## config.mk

```make
export PLATFORM = sky130hd
export DESIGN_NAME = day
export DESIGN_NICKNAME = d
export VERILOG_FILES = /design/src/rtl/day.sv
export SDC_FILE = /design/constraint.sdc
export NUM_CORES = 1
export LEC_CHECK = 0
export BUFFER_PORTS_ARGS = -buffer_cell sky130_fd_sc_hd__buf_2
export CORE_MARGIN = 10
export CORE_UTILIZATION = 46
export DETAILED_ROUTE_END_ITERATION = 6
export GPL_ROUTABILITY_DRIVEN = 0
export PLACE_DENSITY = 0.75
export SETUP_SLACK_MARGIN = 0.1
export SLEW_MARGIN = 20
export SYNTH_ARGS = -nofsm -noshare
export SYNTH_HDL_FRONTEND = slang
export SYNTH_SLANG_ARGS = --single-unit
export TNS_END_PERCENT = 30
```

## constraint.sdc

```tcl
create_clock -name clk -period 1.25 [get_ports clk]
set_input_delay 0.1875 -clock clk [delete_from_list [all_inputs] [get_ports clk]]
set_output_delay 0.1875 -clock clk [all_outputs]
set_load 0.01 [all_outputs]
```

## src/rtl/day.sv

```systemverilog
// Streaming calibration extractor: tracks first/last digit of a text line.
// PART=2 also recognises the spelled-out words "one".."nine".
module day #(
  parameter int PART = 1
) (
  input  logic        clk,
  input  logic        rst,
  input  logic [7:0]  input_char,
  output logic        is_num_out,
  output logic [15:0] result_out
);

  logic [31:0] hist;
  logic [39:0] win;
  logic        first_valid;
  logic        is_digit;
  logic        hit;
  logic [7:0]  dig;
  logic [3:0]  wv;

  // hist[7:0] is the previous char; win ends at the current char
  assign win = {hist, input_char};
  assign is_digit = (input_char >= 8'h30) && (input_char <= 8'h39);

  always_comb begin
    wv = 4'd0;
    if (PART == 2) begin
      unique case (1'b1)
        win[23:0] == "one":   wv = 4'd1;
        win[23:0] == "two":   wv = 4'd2;
        win[39:0] == "three": wv = 4'd3;
        win[31:0] == "four":  wv = 4'd4;
        win[31:0] == "five":  wv = 4'd5;
        win[23:0] == "six":   wv = 4'd6;
        win[39:0] == "seven": wv = 4'd7;
        win[39:0] == "eight": wv = 4'd8;
        win[31:0] == "nine":  wv = 4'd9;
        default:              wv = 4'd0;
      endcase
    end
  end

  always_comb begin
    hit = 1'b0;
    dig = 8'h00;
    if (is_digit) begin
      hit = 1'b1;
      dig = input_char;
    end else if (wv != 4'd0) begin
      hit = 1'b1;
      dig = {4'h3, wv};
    end
  end

  always_ff @(posedge clk or negedge rst) begin
    if (!rst) begin
      hist        <= 32'h0;
      first_valid <= 1'b0;
      is_num_out  <= 1'b0;
      result_out  <= 16'h0;
    end else begin
      hist       <= {hist[23:0], input_char};
      is_num_out <= hit;
      if (hit) begin
        result_out[7:0] <= dig;
        if (!first_valid) begin
          result_out[15:8] <= dig;
          first_valid      <= 1'b1;
        end
      end
    end
  end

endmodule

```

# Word-level counts from Yosys, hierarchy flattened
# Index checks and enable logic that the tools add are counted.
dict set report classes {
  order_cmp 2
  mux 2
  bitwise_logic 1
  reduce_logical 2
}
# cell count
set ops {}
lappend ops {{>= comparator 8 x 6 -> 1 bit (second input constant)} 1}
lappend ops {{less-or-equal comparator 8 x 6 -> 1 bit (second input constant)} 1}
lappend ops {{2-to-1 mux 8 bit} 1}
lappend ops {{AND reduction 2 bit} 1}
lappend ops {{logical AND 1 bit} 1}
lappend ops {{2-to-1 mux 1 bit} 1}
lappend ops {{NOT 1 bit} 1}
dict set report word_totals {
  register_bits 18
  input_bits 10
  out_inout_bits 17
  word_cells 11
}

# Logic depth before layout (Yosys ltp)
# Gate-level depths: netlist of run 1.
dict set report logic_depth {
  word_depth 4
  ltp_mapped 4
  mapped_depth_nobuf 4
}

# Least setup slack after synthesis of run 1
# OpenSTA, ideal clock, no wires.
dict set report synth_path {
  path_kind {reg-to-reg}
  startpoint {register first_valid}
  endpoint {register result_out[8]}
  setup_ns 0.128
  arrival_ns 0.970
  required_time_ns 1.122
  path_slack_ns 0.153
  path_stages_with_launch 3
  n_path_buf 0
  synth_period_minus_slack_ns 1.097
  cell_sequence {dfrtp_1 > nor3b_4 > mux2_1}
}
dict set report synth_via {
  elab_chain_len 2
}
# element line_no
set synth_lines {}
lappend synth_lines {{from (decl)} 15} ;# logic first_valid;
lappend synth_lines {{from (signal assigned)} 58} ;# first_valid <= 1'b0;
lappend synth_lines {{from (signal assigned)} 68} ;# first_valid <= 1'b1;
lappend synth_lines {{NOT 1 bit (no line)} -}
lappend synth_lines {{AND reduction 2 bit (no line)} -}
lappend synth_lines {{to (signal assigned)} 67} ;# result_out[15:8] <= dig;
lappend synth_lines {{to (decl)} 10} ;# output logic [15:0] result_out
# Every way passes these cells.
# A chain may end at the register's enable or synchronous reset.

# Final worst setup path of run 1
# Same ends and word-level chain as after synthesis.

==> summary.md, run 1 <==
| Metric | Value |
|---|---|
| Post-synthesis xor/xnor area fraction | 0% |
| Initial antenna violation count | 0 |
| Grt ovf | 0 |
| Non-Filler Instances | 101 |
| Power per cell area | 1510 mW/mm^2 |
| Wirelength per Cell | 14.6 um |
| Post-route ant nets | 0 |
| Final Cycle Share | 88.6% |
| Via Count | 495 |
| Crit Path Class | reg -> reg |
| Post-synth cell types | 17 |
| CTS Root Cell | clkbuf_4 |
| Max incr delay on CP | 0.42 ns |
| Row count | 14 |
| Core area | 0.00149 mm^2 |
| Setup violations, final | 0 |
| Data arrival, critical path | 1.29 ns |
| Die Width | 59.4 um |
| Skew final | 0.00294 ns |
| Die height | 59.4 um |
| H-Tree Depth | 1 |
| Synth area leader | dfrtp_1 |
| FMAX | 903 MHz |
| Clock-pin slew on the worst setup and hold paths | 0.10 ns |
| Clock Latency Late Sink | 0.29 ns |
| Syn Area/Cell | 14.6 um^2 |
| Min cycle time layout | 1.11 ns |
| Worst-margin pin slew | 0.367 ns |
| Cells after Synth | 49 |
| Inserted Diodes | 0 |
| Main synth FF type | dfrtp_1 |
| EDFF count, synth | 0 |
| WL final | 1470 um |
| Crit-path max FO | 4 |
| Post-synthesis adder-cell area fraction | 0% |
| Worst setup path startpoint | first_valid$_DFFE_PN0P_ |
| Slew Limit Headroom | 75.5% |
| Final hold vios | 0 |
| Final #Nets | 96 |
| Worst setup SP type | flop |
| DR vias/cell | 4.90 |
| Proportion of synthesized area in mux cells | 7.89% |
| Leak Pwr | 0.503 nW |
| Final Util | 63.6% |
| Synth Warn # | 0 |
| Slowest cell on the critical path | dfrtp_1 |
| Post-synthesis compound-gate area fraction | 8.07% |
| Share of cells above drive strength 1 | 52.9% |
| Syn_nets | 59 |
| Status | completed |
| Number of max-cap violations | 0 |
| Num ports | 27 |
| DRT iter0 DRCs | 3 |
| First-pass GRT wire length | 2210 um |
| Sequential area share after synthesis | 63.2% |
| Most frequent cell after synthesis | dfrtp_1 |
| Hold Path Class | in -> reg |
| DRC viols | 0 |
| RSZ-0062 raised after global routing | false |
| Min-Delay Path Depth | 2 |
| Commonest cells in the netlist | dfrtp_1 (18), a21oi_1 (8), mux2_4 (3), nand2b_1 (3) |
| Starting Density | 47.9% |
| Crit path required time | 1.43 ns |
| Post-Place Cells | 95 |
| Synth area leaders | dfrtp_1 (63%), mux2_4 (6.3%), a21oi_1 (5.6%) |
| Setup_tns | 0 ns |
| Drt pass-1 iters | 4 |
| Total CTS buffers | 3 |
| Port Buffers | 26 |
| Hold Crit Start | input_char[0] |
| Worst setup EP type | flop |
| Area Growth Syn to Fin | 32.8% |
| Simple-Gate Fraction of Synth Area | 20.4% |
| CTS tree | yes |
| Pin count of the biggest net entering global routing | 19 |
| Largest family of logic cells by synthesized area | simple AND/OR/NAND/NOR gates |
| R2R cell count | 2 |
| Reg-to-Reg Start | first_valid$_DFFE_PN0P_ |
| Die area | 0.00353 mm^2 |
| Mapped Area | 713 um^2 |
| Asr flop ratio synth | 100% |
| Hpwl dp | 1200 um |
| Worst path cell trace | nor3b_4 -> mux2_1 |
| Register bit total from synthesis | 18 |
| Max Slew Vio Count | 0 |
| Vias in the first global route | 525 |
| Synth top area share | 63.2% |
| Max Root-Sink Buffers | 2 |
| All-layer global routing usage | 8.18% |
| VDD IR max | 0.737 mV |
| CTS Sinks | 18 |
==> cell usage in the layout (no fill, tap or decap), drive strengths merged, types with 2 or more instances in the layout <==
master,n
mux2,4
dfrtp,18
clkbuf,4
and2,2
nor2,2
buf,31
and2b,2
or2,2
nand2b,3
a21oi,8
==> layer usage <==
layer  share of wire, %  GRT usage (%)  vias to the layer above
li1                   -              -                      244
met2                 48           12.9                       19
met5                  0              0                        -
met1                 40           8.85                      230
met3                 11           4.08                        2
met4                1.0           3.93                        0
==> state kept, by name, summed over array words and instances (netlist names) <==
signal / flops
is_num_out: 1
first_valid: 1
result_out: 16
==> report_power, final <==
part | switching [mW] | internal [mW]
Combinational | 0.163 | 0.174
Sequential | 0.0538 | 0.686
Clock | 0.172 | 0.177
==> area by class of cell <==
cell class	count	area [um^2]
Fill cell	113	542
Tap cell	16	20.0
Multi-Input combinational cell	30	259
Inverter	1	3.75
Sequential cell	18	450
Clock buffer	4	36.3
Timing Repair Buffer	32	178
==> worst paths after layout <==
check                                        endpoint  slack (ns)
max in group asynchronous   result_out[5]$_DFFE_PN0P_        0.65
min                         result_out[8]$_DFFE_PN0P_        0.13
max reg2reg                 result_out[8]$_DFFE_PN0P_        0.14
min reg2reg                 result_out[4]$_DFFE_PN0P_        0.47
max                         result_out[8]$_DFFE_PN0P_        0.14
min in group asynchronous  result_out[12]$_DFFE_PN0P_        0.33
==> stage by stage <==
| step | hold WS [ns] | power [mW] | setup WS, ns | cell area [um^2] |
|---|---|---|---|---|
| after global routing | 0.116 | 1.51 | 0.0899 | 947 |
| after floorplan | -0.108 | 0.917 | 0.153 | 713 |
| after detailed placement | 0.125 | 1.10 | 0.00391 | 893 |
| after global placement | 0.125 | 1.08 | 0.0332 | 893 |
| after CTS | 0.121 | 1.45 | 0.116 | 940 |
| final | 0.131 | 1.43 | 0.142 | 947 |
==> cell families after synthesis <==
family,count (synthesis)
AO/OA/AOI/OAI,10
buffers and inverters,1
flip-flops,18
multiplexers,4
AND/OR/NAND/NOR,16
==> repair_timing <==
action / in CTS / in global routing
gates resized for setup: 0 / 0
hold buffers: 1 / 0
hold endpoints to repair: 18 / 0
endpoints found under the setup margin: 0 / 1
setup buffers: 0 / 1
==> critical path: cells and delay by family, from the launching register on <==
| family | cells | cell delay [ns] |
|---|---|---|
| flops | 1 | 0.42 |
| mux | 1 | 0.34 |
| simple gates | 1 | 0.24 |
No activity file was read; power rests on OpenSTA's default activity.
==> inputs of run 2 (changes only) <==
--- a/config.mk
+++ b/config.mk
@@ -7,10 +7,10 @@
 export LEC_CHECK = 0
 export BUFFER_PORTS_ARGS = -buffer_cell sky130_fd_sc_hd__buf_2
 export CORE_MARGIN = 10
-export CORE_UTILIZATION = 46
+export CORE_UTILIZATION = 49
 export DETAILED_ROUTE_END_ITERATION = 6
 export GPL_ROUTABILITY_DRIVEN = 0
-export PLACE_DENSITY = 0.75
+export PLACE_DENSITY = 0.79
 export SETUP_SLACK_MARGIN = 0.1
 export SLEW_MARGIN = 20
 export SYNTH_ARGS = -nofsm -noshare
==> constraint.sdc (replaced) <==
create_clock -name clk -period 1.35 [get_ports clk]
set_input_delay 0.2025 -clock clk [delete_from_list [all_inputs] [get_ports clk]]
set_output_delay 0.2025 -clock clk [all_outputs]
set_load 0.01 [all_outputs]
==> run 2 against run 1 <==
  * Clock power shrank 8.6%
  * Die area shrank 4.1%
  * Register-to-register slack gained 0.05 ns
  * Critical path depth is the same
==> summary.md, run 2 (synthesis gave the netlist of run 1 again) <==
| Metric | Value |
|---|---|
| DRT iter0 DRCs | 10 |
| Crit Path Class | reg -> reg |
| RSZ-0062 raised after global routing | false |
| Clock power share | 24.4% |
| FF+latch area | 450 um^2 |
| Post-route ant nets | 0 |
| Hold Path End | result_out[8]$_DFFE_PN0P_ |
| Placement Setup Slack | 0.0404 ns |
| Die height | 58.2 um |
| Sequential share of power | 52.5% |
| All-layer global routing usage | 8.96% |
| Via Count | 484 |
| R2R cell count | 2 |
| Status | completed |
| Skew final | 0.00432 ns |
| Data arrival, critical path | 1.34 ns |
| RR Endpoint | result_out[8]$_DFFE_PN0P_ |
| Port Buffers | 26 |
| First-pass GRT wire length | 2460 um |
| Die Width | 58.2 um |
| Cts repair resizes | 0 |
| Switching Fraction | 27.2% |
| Pin count of the biggest net entering global routing | 19 |
| Leak Pwr | 0.483 nW |
| Initial antenna violation count | 0 |
| Final worst setup slack | 0.189 ns |
| Die area | 0.00338 mm^2 |
| Setup_tns | 0 ns |
| FMAX | 861 MHz |
| Most frequent cells in the layout | buf_2 (26), dfrtp_1 (18), a21oi_1 (8) |
| Setup violations, final | 0 |
| Max Slew Vio Count | 0 |
| Commonest non-fill, non-tap cell in the layout | buf_2 |
| VDD IR max | 0.788 mV |
| Biggest registers after layout | result_out x16, first_valid x1, is_num_out x1 |
| Most flops, register | result_out |
| Hold Crit Start | input_char[0] |
| H-Tree Depth | 1 |
| Core area | 0.00133 mm^2 |
| CTS Sinks | 18 |
| Flip-flop count of the largest register after layout | 16 |
| # fillers | 110 |
| Grt ovf | 0 |
| Row count | 13 |
| Inserted Diodes | 0 |
| DR vias/cell | 5.04 |
| Min-Delay Path Depth | 2 |
| DRC viols | 0 |
| Internal | 0.953 mW |
| Worst setup EP type | flop |
| Final #Nets | 92 |
| Worst setup SP type | flop |
| Reg-to-Reg Start | first_valid$_DFFE_PN0P_ |
| Clock-pin slew on the worst setup and hold paths | 0.10 ns |
| R2R setup slack | 0.19 ns |
| Share of cells above drive strength 1 | 50.6% |
| Worst setup path startpoint | first_valid$_DFFE_PN0P_ |
| CTS Root Cell | clkbuf_4 |
| Slew Limit Headroom | 74.7% |
| Total CTS buffers | 3 |
| CTS tree | yes |
| Vias in the first global route | 554 |
| Power per cell area | 1430 mW/mm^2 |
| Wirelength per Cell | 15.3 um |
| WL final | 1470 um |
| Starting Density | 53.5% |
| Crit-path max FO | 5 |
| Num ports | 27 |
| Final Cycle Share | 86.0% |
| Max Root-Sink Buffers | 2 |
| Drt pass-1 iters | 4 |
| Multi-input logic area | 259 um^2 |
| Sw power | 0.357 mW |
| Hold Path Class | in -> reg |
| Worst-margin pin slew | 0.380 ns |
| Hpwl dp | 1220 um |
| Area Growth Syn to Fin | 28.4% |
| Hold slack | 0.162 ns |
| Number of max-cap violations | 0 |
| Post-CTS Setup Bufs | 0 |
| Crit path required time | 1.52 ns |
| Clock Latency Late Sink | 0.28 ns |
| Final hold vios | 0 |
| Min cycle time layout | 1.16 ns |
| Comb pwr share | 23.1% |
## run 2: cell count changes in the layout (fill, tap and decap cells not counted)
cell,change
buf_4,-4
## run 2: cell type report
class / count / share of cell area [%]
clock buffer: 4 / 3.96
inverter: 1 / 0.410
sequential: 18 / 49.2
timing repair buffer: 28 / 16.1
multi-input combinational: 30 / 28.3
tap: 15 / 2.05
## run 2: critical path: stages (launching register included)
cell and delay (ns):
dfrtp_1 0.45, nor3b_4 0.25, mux2_1 0.35
## run 2: worst max path at each step
stage                                      endpoint  slack [ns]
after floorplan           result_out[8]$_DFFE_PN0P_        0.24
after global placement    result_out[8]$_DFFE_PN0P_        0.11
after detailed placement  result_out[8]$_DFFE_PN0P_        0.04
after CTS                 result_out[8]$_DFFE_PN0P_        0.16
after global routing      result_out[8]$_DFFE_PN0P_        0.11
final                     result_out[8]$_DFFE_PN0P_        0.19
## run 2: power groups by stage
| stage | sequential [mW] | combinational, mW | clock [mW] |
|---|---|---|---|
| 3_5_place_dp | 0.698 | 0.309 | 0 |
| 3_3_place_gp | 0.695 | 0.301 | 0 |
| 4_1_cts | 0.688 | 0.313 | 0.330 |
| 5_1_grt | 0.700 | 0.340 | 0.345 |
| 2_1_floorplan | 0.742 | 0.107 | 0 |
| 6_report | 0.687 | 0.303 | 0.319 |
## run 2: per-layer routing
metal | GRT usage (%) | routed length (um) | vias up
li1 | - | - | 234
met1 | 9.08 | 535 | 235
met2 | 15.3 | 764 | 15
met3 | 5.45 | 168 | 0
met4 | 2.01 | 0 | 0
met5 | 0 | 0 | -
## run 2: through the flow
stage | cell area (um^2) | utilization (%) | total power, mW | cells
3_3_place_gp | 870 | 65.2 | 0.996 | 91
3_5_place_dp | 870 | 65.2 | 1.01 | 91
6_report | 916 | 68.7 | 1.31 | 96
4_1_cts | 916 | 68.7 | 1.33 | 96
2_1_floorplan | 713 | - | 0.849 | 49
5_1_grt | 916 | 68.7 | 1.39 | 96
## run 2: timing repair
| item | in CTS | in global routing |
|---|---|---|
| endpoints found under the hold margin | 18 | 0 |
| hold buffers | 1 | 0 |
| endpoints found under the setup margin | 0 | 1 |
==> inputs of run 3 (changes only) <==
--- a/config.mk
+++ b/config.mk
@@ -11,7 +11,9 @@
 export DETAILED_ROUTE_END_ITERATION = 6
 export GPL_ROUTABILITY_DRIVEN = 0
 export PLACE_DENSITY = 0.79
+export RECOVER_POWER = 50
 export SETUP_SLACK_MARGIN = 0.1
+export SKIP_LAST_GASP = 1
 export SLEW_MARGIN = 20
 export SYNTH_ARGS = -nofsm -noshare
 export SYNTH_HDL_FRONTEND = slang
==> run 3 against run 2 <==
  * Clock skew is essentially flat
  * Non-clock buffer count is the same
  * Register-to-register slack is essentially flat
  * Critical path type unchanged
==> summary.md, run 3 (synthesis gave the netlist of run 1 again) <==
| Metric | Value |
|---|---|
| Num ports | 27 |
| Reg-to-Reg Start | first_valid$_DFFE_PN0P_ |
| Post-Place Cells | 91 |
| DRT iter0 DRCs | 16 |
| Cts repair resizes | 0 |
| R2R cell count | 2 |
| Data arrival, critical path | 1.33 ns |
| Power per cell area | 1440 mW/mm^2 |
| Hold Path End | result_out[8]$_DFFE_PN0P_ |
| Total power | 1.30 mW |
| H-Tree Depth | 1 |
| Initial antenna violation count | 0 |
| CTS tree | yes |
| RSZ-0062 raised after global routing | false |
| Setup violations, final | 0 |
| Min cycle time layout | 1.16 ns |
| Worst setup EP type | flop |
| Row count | 13 |
| Port Buffers | 26 |
| Core area | 0.00133 mm^2 |
| Hold Path Class | in -> reg |
| Min-Delay Path Depth | 2 |
| Pin count of the biggest net entering global routing | 19 |
| Commonest non-fill, non-tap cell in the layout | buf_2 |
| R2R setup slack | 0.19 ns |
| Skew final | 0.00399 ns |
| Final hold vios | 0 |
| Total CTS buffers | 3 |
| Crit Path Class | reg -> reg |
| Via Count | 489 |
| Vias in the first global route | 554 |
| Most flops, register | result_out |
| Slew Limit Headroom | 74.8% |
| CTS Sinks | 18 |
| Most frequent cells in the layout | buf_2 (26), dfrtp_1 (18), a21oi_1 (8), nand2b_1 (3), clkbuf_4 (3) |
| Non-Filler Instances | 96 |
| Grt ovf | 0 |
| Share of cells above drive strength 1 | 46.9% |
| WL final | 1460 um |
| DRC viols | 0 |
| All-layer global routing usage | 8.96% |
| Post-CTS Setup Bufs | 0 |
| Wirelength per Cell | 15.2 um |
| Final worst setup slack | 0.192 ns |
| Worst setup SP type | flop |
| Inserted Diodes | 0 |
| Final Cycle Share | 85.8% |
| Post-route ant nets | 0 |
| Final #Nets | 92 |
| Biggest registers after layout | result_out x16, first_valid x1, is_num_out x1 |
| CTS Root Cell | clkbuf_4 |
| Number of max-cap violations | 0 |
| Flip-flop count of the largest register after layout | 16 |
| Clock-pin slew on the worst setup and hold paths | 0.10 ns |
| DR vias/cell | 5.09 |
| Hold slack | 0.162 ns |
| RR Endpoint | result_out[8]$_DFFE_PN0P_ |
| Crit path required time | 1.52 ns |
| Max Root-Sink Buffers | 2 |
| Clock Latency Late Sink | 0.28 ns |
| Die Width | 58.2 um |
| First-pass GRT wire length | 2460 um |
| Max Slew Vio Count | 0 |
| VDD IR max | 0.768 mV |
| Starting Density | 53.5% |
| Status | completed |
| Placement Setup Slack | 0.0404 ns |
| Setup_tns | 0 ns |
| Drt pass-1 iters | 4 |
| Die height | 58.2 um |
| Hpwl dp | 1220 um |
| Area Growth Syn to Fin | 26.3% |
| Leak Pwr | 0.473 nW |
| FMAX | 864 MHz |
| Die area | 0.00338 mm^2 |
| Hold Crit Start | input_char[0] |
| Crit-path max FO | 5 |
| Worst-margin pin slew | 0.378 ns |
-- run 3: cell types whose count changed in the layout (fill, tap and decap cells not counted) --
cell	before	now
nand2_4	1	0
and4bb_1	0	1
mux2_4	3	2
and2_1	2	1
nand2_1	0	1
mux2_1	1	2
and2_0	0	1
and4bb_4	1	0
-- run 3: metrics by stage --
step | util [%] | cell area, um^2
after floorplan | - | 713
after global placement | 65.2 | 870
after detailed placement | 65.2 | 870
after CTS | 68.7 | 916
after global routing | 67.5 | 901
final | 67.5 | 901
-- run 3: power by group --
| group | leakage (nW) | internal, mW | switching (mW) |
|---|---|---|---|
| Clock | 0.0210 | 0.164 | 0.155 |
| Sequential | 0.220 | 0.635 | 0.0520 |
| Combinational | 0.232 | 0.147 | 0.147 |
| Total | 0.473 | 0.946 | 0.353 |
-- run 3: area by class of cell --
type                    instances  area, um^2
well taps                      15        18.8
repair buffers                 28         148
flip-flops and latches         18         450
clock buffers                   4        36.3
multi-input cells              30         244
fillers                       114         433
inverters                       1        3.75
-- run 3: worst max-delay path by stage --
stage                                  from                        end  slack, ns
floorplan                     input_char[6]  result_out[8]$_DFFE_PN0P_       0.24
global placement              input_char[6]  result_out[8]$_DFFE_PN0P_       0.11
detailed placement            input_char[6]  result_out[8]$_DFFE_PN0P_       0.04
CTS                 first_valid$_DFFE_PN0P_  result_out[8]$_DFFE_PN0P_       0.16
global route        first_valid$_DFFE_PN0P_  result_out[8]$_DFFE_PN0P_       0.11
finish              first_valid$_DFFE_PN0P_  result_out[8]$_DFFE_PN0P_       0.19
-- run 3: repair_timing --
| action | in CTS | in global routing |
|---|---|---|
| hold buffers | 1 | 0 |
| setup endpoints to repair | 0 | 1 |
| endpoints found under the hold margin | 18 | 0 |
-- run 3: worst max-delay path, stage by stage, from the launching register on --
cell and delay [ns]:
dfrtp_1 0.45, nor3b_4 0.25, mux2_1 0.35
-- run 3: per-layer routing --
metal  up-vias  global-route usage, %  wire length, um
met5         -                      0                0
met4         0                   2.01                0
met1       235                   9.08              518
met2        20                   15.3              756
li1        234                      -                -
met3         0                   5.45              180
